### config.mk
export PLATFORM = sky130hd
export DESIGN_NAME = norm_shift_pipe_flat
export DESIGN_NICKNAME = d
export VERILOG_FILES = /design/src/rtl/norm_pkg.sv /design/src/rtl/norm_shift_pipe_if.sv /design/src/rtl/norm_lzc.sv /design/src/rtl/norm_shift_pipe.sv /design/src/flat_wrapper.sv
export SDC_FILE = /design/constraint.sdc
export NUM_CORES = 1
export LEC_CHECK = 0
export ABC_AREA = 1
export CAP_MARGIN = 20
export CORE_AREA = 2 2 104 106
export CTS_BUF_LIST = sky130_fd_sc_hd__clkbuf_16
export CTS_CLUSTER_DIAMETER = 150
export DETAILED_ROUTE_END_ITERATION = 8
export DIE_AREA = 0 0 106 108
export GPL_TIMING_DRIVEN = 0
export PLACE_DENSITY = 0.76
export RECOVER_POWER = 25
export SYNTH_ARGS = -nofsm -noshare
export SYNTH_HDL_FRONTEND = slang
export SYNTH_HIERARCHICAL = 1
export SYNTH_SLANG_ARGS = --single-unit
### constraint.sdc
create_clock -name clk -period 2.5 [get_ports clk]
set_input_delay 0.375 -clock clk [delete_from_list [all_inputs] [get_ports clk]]
set_output_delay 0.375 -clock clk [all_outputs]
set_load 0.03 [all_outputs]
### src/rtl/norm_pkg.sv
// Shared definitions for the normalizing shifter: shift-mode encoding and
// the width of shift/leading-zero counts.
package norm_pkg;

    typedef enum logic {
        NORM_AUTO     = 1'b0,
        NORM_EXPLICIT = 1'b1
    } norm_mode_e;

    // A count must span 0..frac_w inclusive (all-zero fraction gives frac_w).
    function automatic int norm_cnt_w(input int frac_w);
        return $clog2(frac_w + 1);
    endfunction

endpackage

### src/rtl/norm_shift_pipe_if.sv
// Input/output stream bundle of norm_shift_pipe; slave is the shifter side,
// master is the producer/consumer side.
interface norm_shift_pipe_if
    import norm_pkg::*;
#(
    parameter int FRAC_W = 24,
    parameter int EXP_W  = 8,
    parameter int CNT_W  = norm_cnt_w(FRAC_W)
);

    logic              in_valid;
    logic              in_ready;
    logic [FRAC_W-1:0] in_frac;
    logic [EXP_W-1:0]  in_exp;
    logic              in_mode;
    logic [CNT_W-1:0]  in_shamt;

    logic              out_valid;
    logic              out_ready;
    logic [FRAC_W-1:0] out_frac;
    logic [EXP_W-1:0]  out_exp;
    logic [CNT_W-1:0]  out_shamt;
    logic              out_zero;
    logic              out_uflow;

    modport slave (
        input  in_valid, in_frac, in_exp, in_mode, in_shamt, out_ready,
        output in_ready, out_valid, out_frac, out_exp, out_shamt, out_zero, out_uflow
    );

    modport master (
        output in_valid, in_frac, in_exp, in_mode, in_shamt, out_ready,
        input  in_ready, out_valid, out_frac, out_exp, out_shamt, out_zero, out_uflow
    );

endinterface

### src/rtl/norm_lzc.sv
// Combinational leading-zero counter; an all-zero word counts as FRAC_W.
module norm_lzc
    import norm_pkg::*;
#(
    parameter int FRAC_W = 24,
    parameter int CNT_W  = norm_cnt_w(FRAC_W)
) (
    input  logic [FRAC_W-1:0] frac,
    output logic [CNT_W-1:0]  cnt
);

    // Scanning upward lets the most significant set bit win.
    always_comb begin
        cnt = CNT_W'(FRAC_W);
        for (int i = 0; i < FRAC_W; i++) begin
            if (frac[i]) begin
                cnt = CNT_W'(FRAC_W - 1 - i);
            end
        end
    end

endmodule

### src/rtl/norm_shift_pipe.sv
// Two-stage normalizing left shifter with exponent clamp and valid/ready
// flow control on both sides.
module norm_shift_pipe
    import norm_pkg::*;
#(
    parameter int FRAC_W = 24,
    parameter int EXP_W  = 8
) (
    input  logic           clk,
    input  logic           rst,
    norm_shift_pipe_if.slave io
);

    localparam int CNT_W = norm_cnt_w(FRAC_W);
    localparam int CMP_W = (CNT_W > EXP_W) ? CNT_W : EXP_W;

    // The exponent never goes below zero: a larger request is cut to in_exp.
    function automatic logic [CNT_W-1:0] clamp_shift(input logic [CNT_W-1:0] req,
                                                     input logic [EXP_W-1:0] e);
        if (CMP_W'(req) > CMP_W'(e)) begin
            return CNT_W'(e);
        end
        return req;
    endfunction

    function automatic logic is_uflow(input logic [CNT_W-1:0] req,
                                      input logic [EXP_W-1:0] e);
        return CMP_W'(req) > CMP_W'(e);
    endfunction

    function automatic logic [FRAC_W-1:0] shift_frac(input logic [FRAC_W-1:0] f,
                                                     input logic [CNT_W-1:0] s);
        if (int'(s) >= FRAC_W) begin
            return '0;
        end
        return f << s;
    endfunction

    logic              vld_p1, vld_p2;
    logic              ld_p1, ld_p2;

    logic [CNT_W-1:0]  lzc_cnt;
    logic [CNT_W-1:0]  req_cnt;
    logic              in_zero;

    logic [FRAC_W-1:0] frac_p1;
    logic [EXP_W-1:0]  exp_p1;
    logic [CNT_W-1:0]  req_p1;
    logic              zero_p1;

    logic [CNT_W-1:0]  s_amt;
    logic [FRAC_W-1:0] frac_nxt;
    logic [EXP_W-1:0]  exp_nxt;
    logic [CNT_W-1:0]  shamt_nxt;
    logic              uflow_nxt;

    logic [FRAC_W-1:0] frac_p2;
    logic [EXP_W-1:0]  exp_p2;
    logic [CNT_W-1:0]  shamt_p2;
    logic              zero_p2;
    logic              uflow_p2;

    assign ld_p2       = !vld_p2 || io.out_ready;
    assign ld_p1       = !vld_p1 || ld_p2;
    assign io.in_ready = ld_p1 && !rst;

    always_ff @(posedge clk) begin
        if (rst) begin
            vld_p1 <= 1'b0;
            vld_p2 <= 1'b0;
        end else begin
            if (ld_p1) vld_p1 <= io.in_valid;
            if (ld_p2) vld_p2 <= vld_p1;
        end
    end

    // ---- stage S1: operands and requested shift ----
    norm_lzc #(.FRAC_W(FRAC_W), .CNT_W(CNT_W)) u_lzc (
        .frac (io.in_frac),
        .cnt  (lzc_cnt)
    );

    assign in_zero = (io.in_mode == NORM_AUTO) && (io.in_frac == '0);
    assign req_cnt = (io.in_mode == NORM_EXPLICIT) ? io.in_shamt : lzc_cnt;

    always_ff @(posedge clk) begin
        if (ld_p1 && io.in_valid) begin
            frac_p1 <= io.in_frac;
            exp_p1  <= io.in_exp;
            req_p1  <= req_cnt;
            zero_p1 <= in_zero;
        end
    end

    // ---- stage S2: clamp, shift, exponent adjust ----
    // A zero fraction in AUTO mode has no leading one, so the clamp is bypassed.
    always_comb begin
        s_amt     = clamp_shift(req_p1, exp_p1);
        frac_nxt  = shift_frac(frac_p1, s_amt);
        exp_nxt   = exp_p1 - EXP_W'(s_amt);
        shamt_nxt = s_amt;
        uflow_nxt = is_uflow(req_p1, exp_p1);
        if (zero_p1) begin
            frac_nxt  = '0;
            exp_nxt   = '0;
            shamt_nxt = CNT_W'(FRAC_W);
            uflow_nxt = 1'b0;
        end
    end

    always_ff @(posedge clk) begin
        if (rst) begin
            frac_p2  <= '0;
            exp_p2   <= '0;
            shamt_p2 <= '0;
            zero_p2  <= 1'b0;
            uflow_p2 <= 1'b0;
        end else if (ld_p2 && vld_p1) begin
            frac_p2  <= frac_nxt;
            exp_p2   <= exp_nxt;
            shamt_p2 <= shamt_nxt;
            zero_p2  <= zero_p1;
            uflow_p2 <= uflow_nxt;
        end
    end

    assign io.out_valid = vld_p2 && !rst;
    assign io.out_frac  = frac_p2;
    assign io.out_exp   = exp_p2;
    assign io.out_shamt = shamt_p2;
    assign io.out_zero  = zero_p2;
    assign io.out_uflow = uflow_p2;

endmodule

### src/flat_wrapper.sv
// flat-port wrapper written by rule: the top's interface ports become plain ports
module norm_shift_pipe_flat import norm_pkg::*;
#(
    parameter int FRAC_W = 24,
    parameter int EXP_W  = 8
)
  (clk, rst, io_in_valid, io_in_frac, io_in_exp, io_in_mode, io_in_shamt, io_out_ready, io_in_ready, io_out_valid, io_out_frac, io_out_exp, io_out_shamt, io_out_zero, io_out_uflow);
  norm_shift_pipe_if #(.FRAC_W(FRAC_W), .EXP_W(EXP_W)) io_i ();
  input  logic clk;
  input  logic rst;
  input wire logic [$bits(io_i.in_valid)-1:0] io_in_valid;
  input wire logic [$bits(io_i.in_frac)-1:0] io_in_frac;
  input wire logic [$bits(io_i.in_exp)-1:0] io_in_exp;
  input wire logic [$bits(io_i.in_mode)-1:0] io_in_mode;
  input wire logic [$bits(io_i.in_shamt)-1:0] io_in_shamt;
  input wire logic [$bits(io_i.out_ready)-1:0] io_out_ready;
  output wire logic [$bits(io_i.in_ready)-1:0] io_in_ready;
  output wire logic [$bits(io_i.out_valid)-1:0] io_out_valid;
  output wire logic [$bits(io_i.out_frac)-1:0] io_out_frac;
  output wire logic [$bits(io_i.out_exp)-1:0] io_out_exp;
  output wire logic [$bits(io_i.out_shamt)-1:0] io_out_shamt;
  output wire logic [$bits(io_i.out_zero)-1:0] io_out_zero;
  output wire logic [$bits(io_i.out_uflow)-1:0] io_out_uflow;
  assign io_i.in_valid = io_in_valid;
  assign io_i.in_frac = io_in_frac;
  assign io_i.in_exp = io_in_exp;
  assign io_i.in_mode = io_in_mode;
  assign io_i.in_shamt = io_in_shamt;
  assign io_i.out_ready = io_out_ready;
  assign io_in_ready = io_i.in_ready;
  assign io_out_valid = io_i.out_valid;
  assign io_out_frac = io_i.out_frac;
  assign io_out_exp = io_i.out_exp;
  assign io_out_shamt = io_i.out_shamt;
  assign io_out_zero = io_i.out_zero;
  assign io_out_uflow = io_i.out_uflow;
  norm_shift_pipe #(.FRAC_W(FRAC_W), .EXP_W(EXP_W)) u_core (.clk(clk), .rst(rst), .io(io_i));
endmodule
==> results.toml, run 1 <==
[clock_network]
clockRootBuffer = "clkbuf_16"
cts.sinks = 79
cts_tree = "yes"
cts_hold_buf = 0
clk_latency_ns = 0.34
clk_path_buf_depth = 2
numCtsBuffers = 9
cts-htree-levels = 3
path_clk_slew_ns = 0.06

[setup_path]
critPathMaxStageDelay_ns = 0.47
worstSetupEndpoint = "u_core/io.out_frac[22]"
r2r-start = "u_core/req_p1[3]"
regToRegEndpoint = "u_core/io.out_frac[22]"
crit_arrival_ns = 2.94
cp_cell_sequence = "ha_4 -> nand2_2 -> inv_2 -> nand2_1 -> nand2_1 -> nand2_2 -> nand2_4 -> buf_4 -> nand3_1 -> nand2_8 -> clkbuf_16 -> nand2_1 -> nand2_1 -> nand2_1 -> nand2_1 -> nand2_1 -> nand3_2 -> nand3_2 -> nand2_2 -> a21oi_2"
reg2reg_depth = 20
critPathRequiredTime_ns = 2.70
r2r_setup_slack_ns = -0.23
cp-end-kind = "register"
critPathKind = "reg2reg"
crit_path_frequent_cell = "nand2_1"
startpoint_type = "register"
crit_fanout = 7
slowest_stage = "edfxtp_1"
critPathLaunch = "u_core/req_p1[3]"

[routing]
ant_nets = 0
num_vias = 5275
drtIter0Drc = 420
drcViolationCount = 0
routed_wl_um = 15500
drtPass1Iterations = 5
wl_per_cell_um = 16.0
via_per_inst = 5.46

[sta]
max_slew_margin_pct = 58.5
maxClockFrequency_mhz = 366
drv_slew = 0
finalWorstSetupSlack_ns = -0.233
setup-tns-final_ns = -2.52
period_needed_ns = 2.73
worst_slew_pin_slew_ns = 0.621
rsz0062_at_grt = "yes"
finalHoldViolCount = 0
hold_ws_ns = 0.436
finalClockSkew_ns = 0.00423
finalSetupViolCount = 26
fin_crit_sh_pct = 109

[pwr]
p_per_area_nw_per_um2 = 518
leakage_nw = 3.27
irDropWorstVdd_v = 0.000266

[place]
dpl_cell_area_um2 = 6020
numPlacedInstances = 907
hpwl_um = 10900
preCtsSetupSlack_ns = -0.348
io_buffers = 81
place.gp.congestion = 0.950

[layout]
area_growth_syn_to_layout_pct = 51.2
fin_cells = 967
fill_cells = 799
layout_commonest_cell = "nand2_1"
final_area_um2 = 7490
drive_above_1_share_pct = 29.6
final_cell_mix = "nand2_1 (180), nand3_1 (85), inv_1 (71), clkdlybuf4s50_1 (50), nand3_2 (47)"
layout.nets = 876
antenna_cells = 0

[job]
maxCapViolCount = 0

[yosys]
ys_seq_area_share_pct = 39.6
avgSynthCellArea_um2 = 7.19
ys_ff_latch = 79
synth.distinct_cells = 45
yosysWarningCount = 6
synthesis.area_um2 = 4950
synthCells = 689
synth_nets = 739

[grt]
grt_pass1_vias = 4852
grt_overflow_total = 0
antenna_found_initial = 0
grt_pass1_wl_um = 24100
grt_max_degree = 29
grt_usage_pct = 26.6

[die]
ios = 83
rows = 37
die_width_um = 106
die-area_um2 = 11400
die_h_um = 108
start_util_pct = 48.4
core_um2 = 10200

[run_status]
outcome = "finished, violations left"
violations = "negative setup slack"

[worst_hold_path]
hp-class = "in2reg"
==> state kept, by name, summed over array words and instances, names as in the netlist <==
name / flops
u_core/io.out_frac: 24
u_core/req_p1: 5
u_core/vld_p1: 1
u_core/io.out_zero: 1
u_core/zero_p1: 1
u_core/io.out_shamt: 5
u_core/vld_p2: 1
u_core/io.out_exp: 8
u_core/frac_p1: 24
u_core/io.out_uflow: 1
u_core/exp_p1: 8
==> worst max-delay path, delay by kind of cell, from the launching register on <==
family,cells,cell delay (ns)
compound gates,1,0.05
fa+ha+maj,1,0.32
buf+inv,3,0.36
flops,1,0.47
simple gates,15,1.42
==> layer usage <==
metal	vias up	part of all wire [%]	GRT usage (%)
met5	-	0	0
met4	0	2.4	9.30
met3	34	4.6	2.53
met2	206	49	47.0
met1	2466	44	34.2
li1	2569	-	-
==> stage by stage <==
stage	power, mW	utilization, %
global route	4.05	73.2
floorplan	2.09	-
detailed placement	2.39	58.8
finish	3.88	73.2
global placement	2.37	58.5
CTS	3.78	70.1
==> repair_timing <==
item                       4_1_cts  5_1_grt
setup buffers                   28       11
pin swaps                       34       19
gates resized for setup        133       56
setup endpoints to repair       30       32
gates cloned                     4        1
==> power by group <==
group	switching, mW	internal [mW]	leakage [nW]
Sequential	0.0390	1.43	0.706
Clock	0.496	0.656	0.139
Combinational	0.737	0.522	2.43
==> cell families (layout without fill, tap and decap cells) <==
| group | count (synthesis) | after routing | share of synthesized area, % |
|---|---|---|---|
| adder cells (fa/ha/maj) | 8 | 8 | 2.02 |
| flip-flops | 79 | 79 | 39.6 |
| AO/OA/AOI/OAI | 64 | 64 | 8.01 |
| AND/OR/NAND/NOR | 425 | 425 | 39.7 |
| buffers and inverters | 113 | 255 | 10.7 |
==> how the worst min path moves through the flow <==
stage                                     from                     end  slack, ns  cells past startpoint
after global routing                       rst  u_core/io.out_frac[13]       0.47                      2
after global placement    u_core/io.out_exp[6]    u_core/io.out_exp[6]       0.45                      2
after CTS                                  rst     u_core/io.out_uflow       0.43                      2
final                                      rst     u_core/io.out_uflow       0.44                      2
after floorplan                   io_in_exp[0]        u_core/exp_p1[0]       0.47                      0
after detailed placement  u_core/io.out_exp[4]    u_core/io.out_exp[4]       0.46                      2
==> cell type report <==
cell class              count  area [µm²]  share of cell area, %
flip-flops and latches     79        1960                   26.2
multi-input cells         497        3170                   42.3
clock inverters             7        31.3                  0.418
well taps                 136         170                   2.27
inverters                  84         318                   4.24
clock buffers               9         225                   3.01
repair buffers            126        1330                   17.7
plain buffers              29         289                   3.86
==> cells in the mapped netlist (all sizes together) <==
cell type | count | area share [%]
nand3 | 145 | 15
and2 | 1 | 0.13
o221ai | 1 | 0.18
inv | 84 | 6.4
a21boi | 1 | 0.15
a311oi | 1 | 0.18
o211ai | 2 | 0.40
a21oi | 46 | 4.9
nand4 | 9 | 1.4
clkbuf | 9 | 0.68
a31oi | 1 | 0.13
nand2 | 238 | 19
o31ai | 1 | 0.15
nor4 | 9 | 1.4
edfxtp | 38 | 23
nor2 | 14 | 1.8
dfxtp | 41 | 17
nor3 | 5 | 0.50
o21ai | 10 | 1.8
nand3b | 2 | 0.38
o21a | 1 | 0.18
ha | 8 | 2.0
buf | 20 | 3.6
or2 | 2 | 0.25
Power figures use the tool's default switching activity.
==> run 2: changes to the inputs <==
--- a/config.mk
+++ b/config.mk
@@ -7,11 +7,11 @@
 export LEC_CHECK = 0
 export ABC_AREA = 1
 export CAP_MARGIN = 20
-export CORE_AREA = 2 2 104 106
+export CORE_AREA = 2 2 95 116
 export CTS_BUF_LIST = sky130_fd_sc_hd__clkbuf_16
 export CTS_CLUSTER_DIAMETER = 150
 export DETAILED_ROUTE_END_ITERATION = 8
-export DIE_AREA = 0 0 106 108
+export DIE_AREA = 0 0 97 118
 export GPL_TIMING_DRIVEN = 0
 export PLACE_DENSITY = 0.76
 export RECOVER_POWER = 25
==> results.toml, run 2 (synthesis gave the netlist of run 1 again) <==
[run_status]
outcome = "finished, violations left"
violations = "negative setup slack"

[job]
maxCapViolCount = 0

[layout]
layout.nets = 890
antenna_cells = 0
area_growth_syn_to_layout_pct = 57.4
layout_commonest_cell = "nand2_1"
drive_above_1_share_pct = 32.9
final_area_um2 = 7800
final_cell_mix = "nand2_1 (190), inv_1 (73), nand3_2 (71), nand3_1 (56), clkdlybuf4s50_1 (50)"

[sta]
period_needed_ns = 2.70
finalSetupViolCount = 29
drv_slew = 0
maxClockFrequency_mhz = 370
finalWorstSetupSlack_ns = -0.200
finalClockSkew_ns = 0.00478
max_slew_margin_pct = 63.7
setup-tns-final_ns = -3.46
finalHoldViolCount = 0
fin_crit_sh_pct = 108
worst_slew_pin_slew_ns = 0.544
rsz0062_at_grt = "yes"

[die]
die_width_um = 97
ios = 83
rows = 41
die_h_um = 118
die-area_um2 = 11400
core_um2 = 10300
start_util_pct = 48.1

[pwr]
p_int_mw = 2.75
leakage_nw = 3.40
switching_power_mw = 1.30
p_sw_share_pct = 32.1
p_per_area_nw_per_um2 = 520
pwr-share-clk_pct = 31.0
pwr-share-comb_pct = 32.8
seq_power_share_pct = 36.2
irDropWorstVdd_v = 0.000343

[setup_path]
critPathRequiredTime_ns = 2.76
r2r-start = "u_core/req_p1[0]"
cp-end-kind = "register"
startpoint_type = "register"
reg2reg_depth = 23
critPathKind = "reg2reg"
r2r_setup_slack_ns = -0.20
regToRegEndpoint = "u_core/io.out_exp[2]"
crit_arrival_ns = 2.96
crit_fanout = 5

[clock_network]
path_clk_slew_ns = 0.06
numCtsBuffers = 9
cts.sinks = 79
clk_latency_ns = 0.33
cts_hold_buf = 0
cts_tree = "yes"
cts-htree-levels = 3
clk_path_buf_depth = 2
clockRootBuffer = "clkbuf_16"

[grt]
grt_overflow_total = 0
grt_pass1_vias = 4951
grt_max_degree = 30
grt_pass1_wl_um = 23200
grt_usage_pct = 24.8
antenna_found_initial = 0

[place]
io_buffers = 81
dpl_cell_area_um2 = 6010
place.gp.congestion = 0.909
hpwl_um = 10500

[routing]
wl_per_cell_um = 16.8
drcViolationCount = 0
ant_nets = 0
via_per_inst = 5.58
routed_wl_um = 16300
num_vias = 5432
drtIter0Drc = 324
drtPass1Iterations = 8

[worst_hold_path]
hp-class = "in2reg"
hold_start = "rst"
min_path_cells = 2
hold_end = "u_core/io.out_frac[11]"
## run 2: changes by cell type in the layout (fill, tap and decap cells not counted), sizes merged
cell,previous run,this run
clkinv,3,2
clkbuf,19,21
buf,64,78
inv,88,87
## run 2: how the worst max path moves through the flow
| stage | start | end | slack (ns) | cells after the start |
|---|---|---|---|---|
| after floorplan | u_core/exp_p1[1] | u_core/io.out_exp[6] | -0.01 | 25 |
| after global placement | u_core/req_p1[4] | u_core/io.out_exp[6] | -0.27 | 21 |
| after detailed placement | u_core/req_p1[4] | u_core/io.out_exp[6] | -0.36 | 21 |
| after CTS | u_core/req_p1[3] | u_core/io.out_exp[6] | -0.15 | 24 |
| after global routing | u_core/req_p1[0] | u_core/io.out_exp[6] | -0.35 | 26 |
| final | u_core/req_p1[0] | u_core/io.out_exp[2] | -0.20 | 23 |
## run 2: cell type report
cell class	instances	area (µm²)
clock buffer	11	275
sequential	79	1960
buffer	25	235
multi-input combinational	497	3360
fill	739	2510
tap	129	161
timing repair buffer	144	1460
inverter	84	323
clock inverter	5	20.0
## run 2: worst max-delay path, cell delays in order (launching register included)
cell and delay (ns):
edfxtp_1 0.50, inv_2 0.14, ha_4 0.13, inv_1 0.04, nand2_1 0.06, nand2_1 0.07, nand2_2 0.06, nand2_2 0.04
nand2_2 0.07, nand2_4 0.07, nand2_4 0.08, buf_12 0.15, nand2_8 0.07, nand2_8 0.08, buf_12 0.11, ha_4 0.13
inv_4 0.03, ha_4 0.14, inv_2 0.04, nand2_2 0.06, buf_4 0.14, a21oi_1 0.16, o21ai_0 0.12, a21oi_1 0.12
## run 2: metal layers
layer	global-route usage [%]	wire length, µm	up-vias
met1	28.0	6380	2544
met3	3.92	840	61
met4	9.77	665	0
li1	-	-	2598
met5	0	0	-
met2	46.2	8440	229
## run 2: through the flow
stage | hold slack, ns | util [%] | instances | setup WS [ns] | total power, mW
floorplan | 0.474 | - | 689 | -0.0150 | 2.09
finish | 0.461 | 75.7 | 974 | -0.200 | 4.06
global placement | 0.450 | 58.0 | 899 | -0.269 | 2.37
global route | 0.466 | 75.7 | 974 | -0.349 | 4.22
CTS | 0.425 | 67.8 | 947 | -0.153 | 3.83
detailed placement | 0.456 | 58.3 | 900 | -0.357 | 2.39
## run 2: power groups by stage
stage	clock, mW	combinational (mW)	sequential, mW
2_1_floorplan	0	0.548	1.54
3_3_place_gp	0	0.876	1.49
3_5_place_dp	0	0.893	1.49
4_1_cts	1.28	1.08	1.46
5_1_grt	1.34	1.41	1.47
6_report	1.26	1.33	1.47
## run 2: what timing repair did
action | CTS | global route
setup endpoints to repair | 28 | 32
gates resized for setup | 100 | 136
pin swaps | 31 | 64
buffers inserted | 26 | 31
gates cloned | 6 | 2
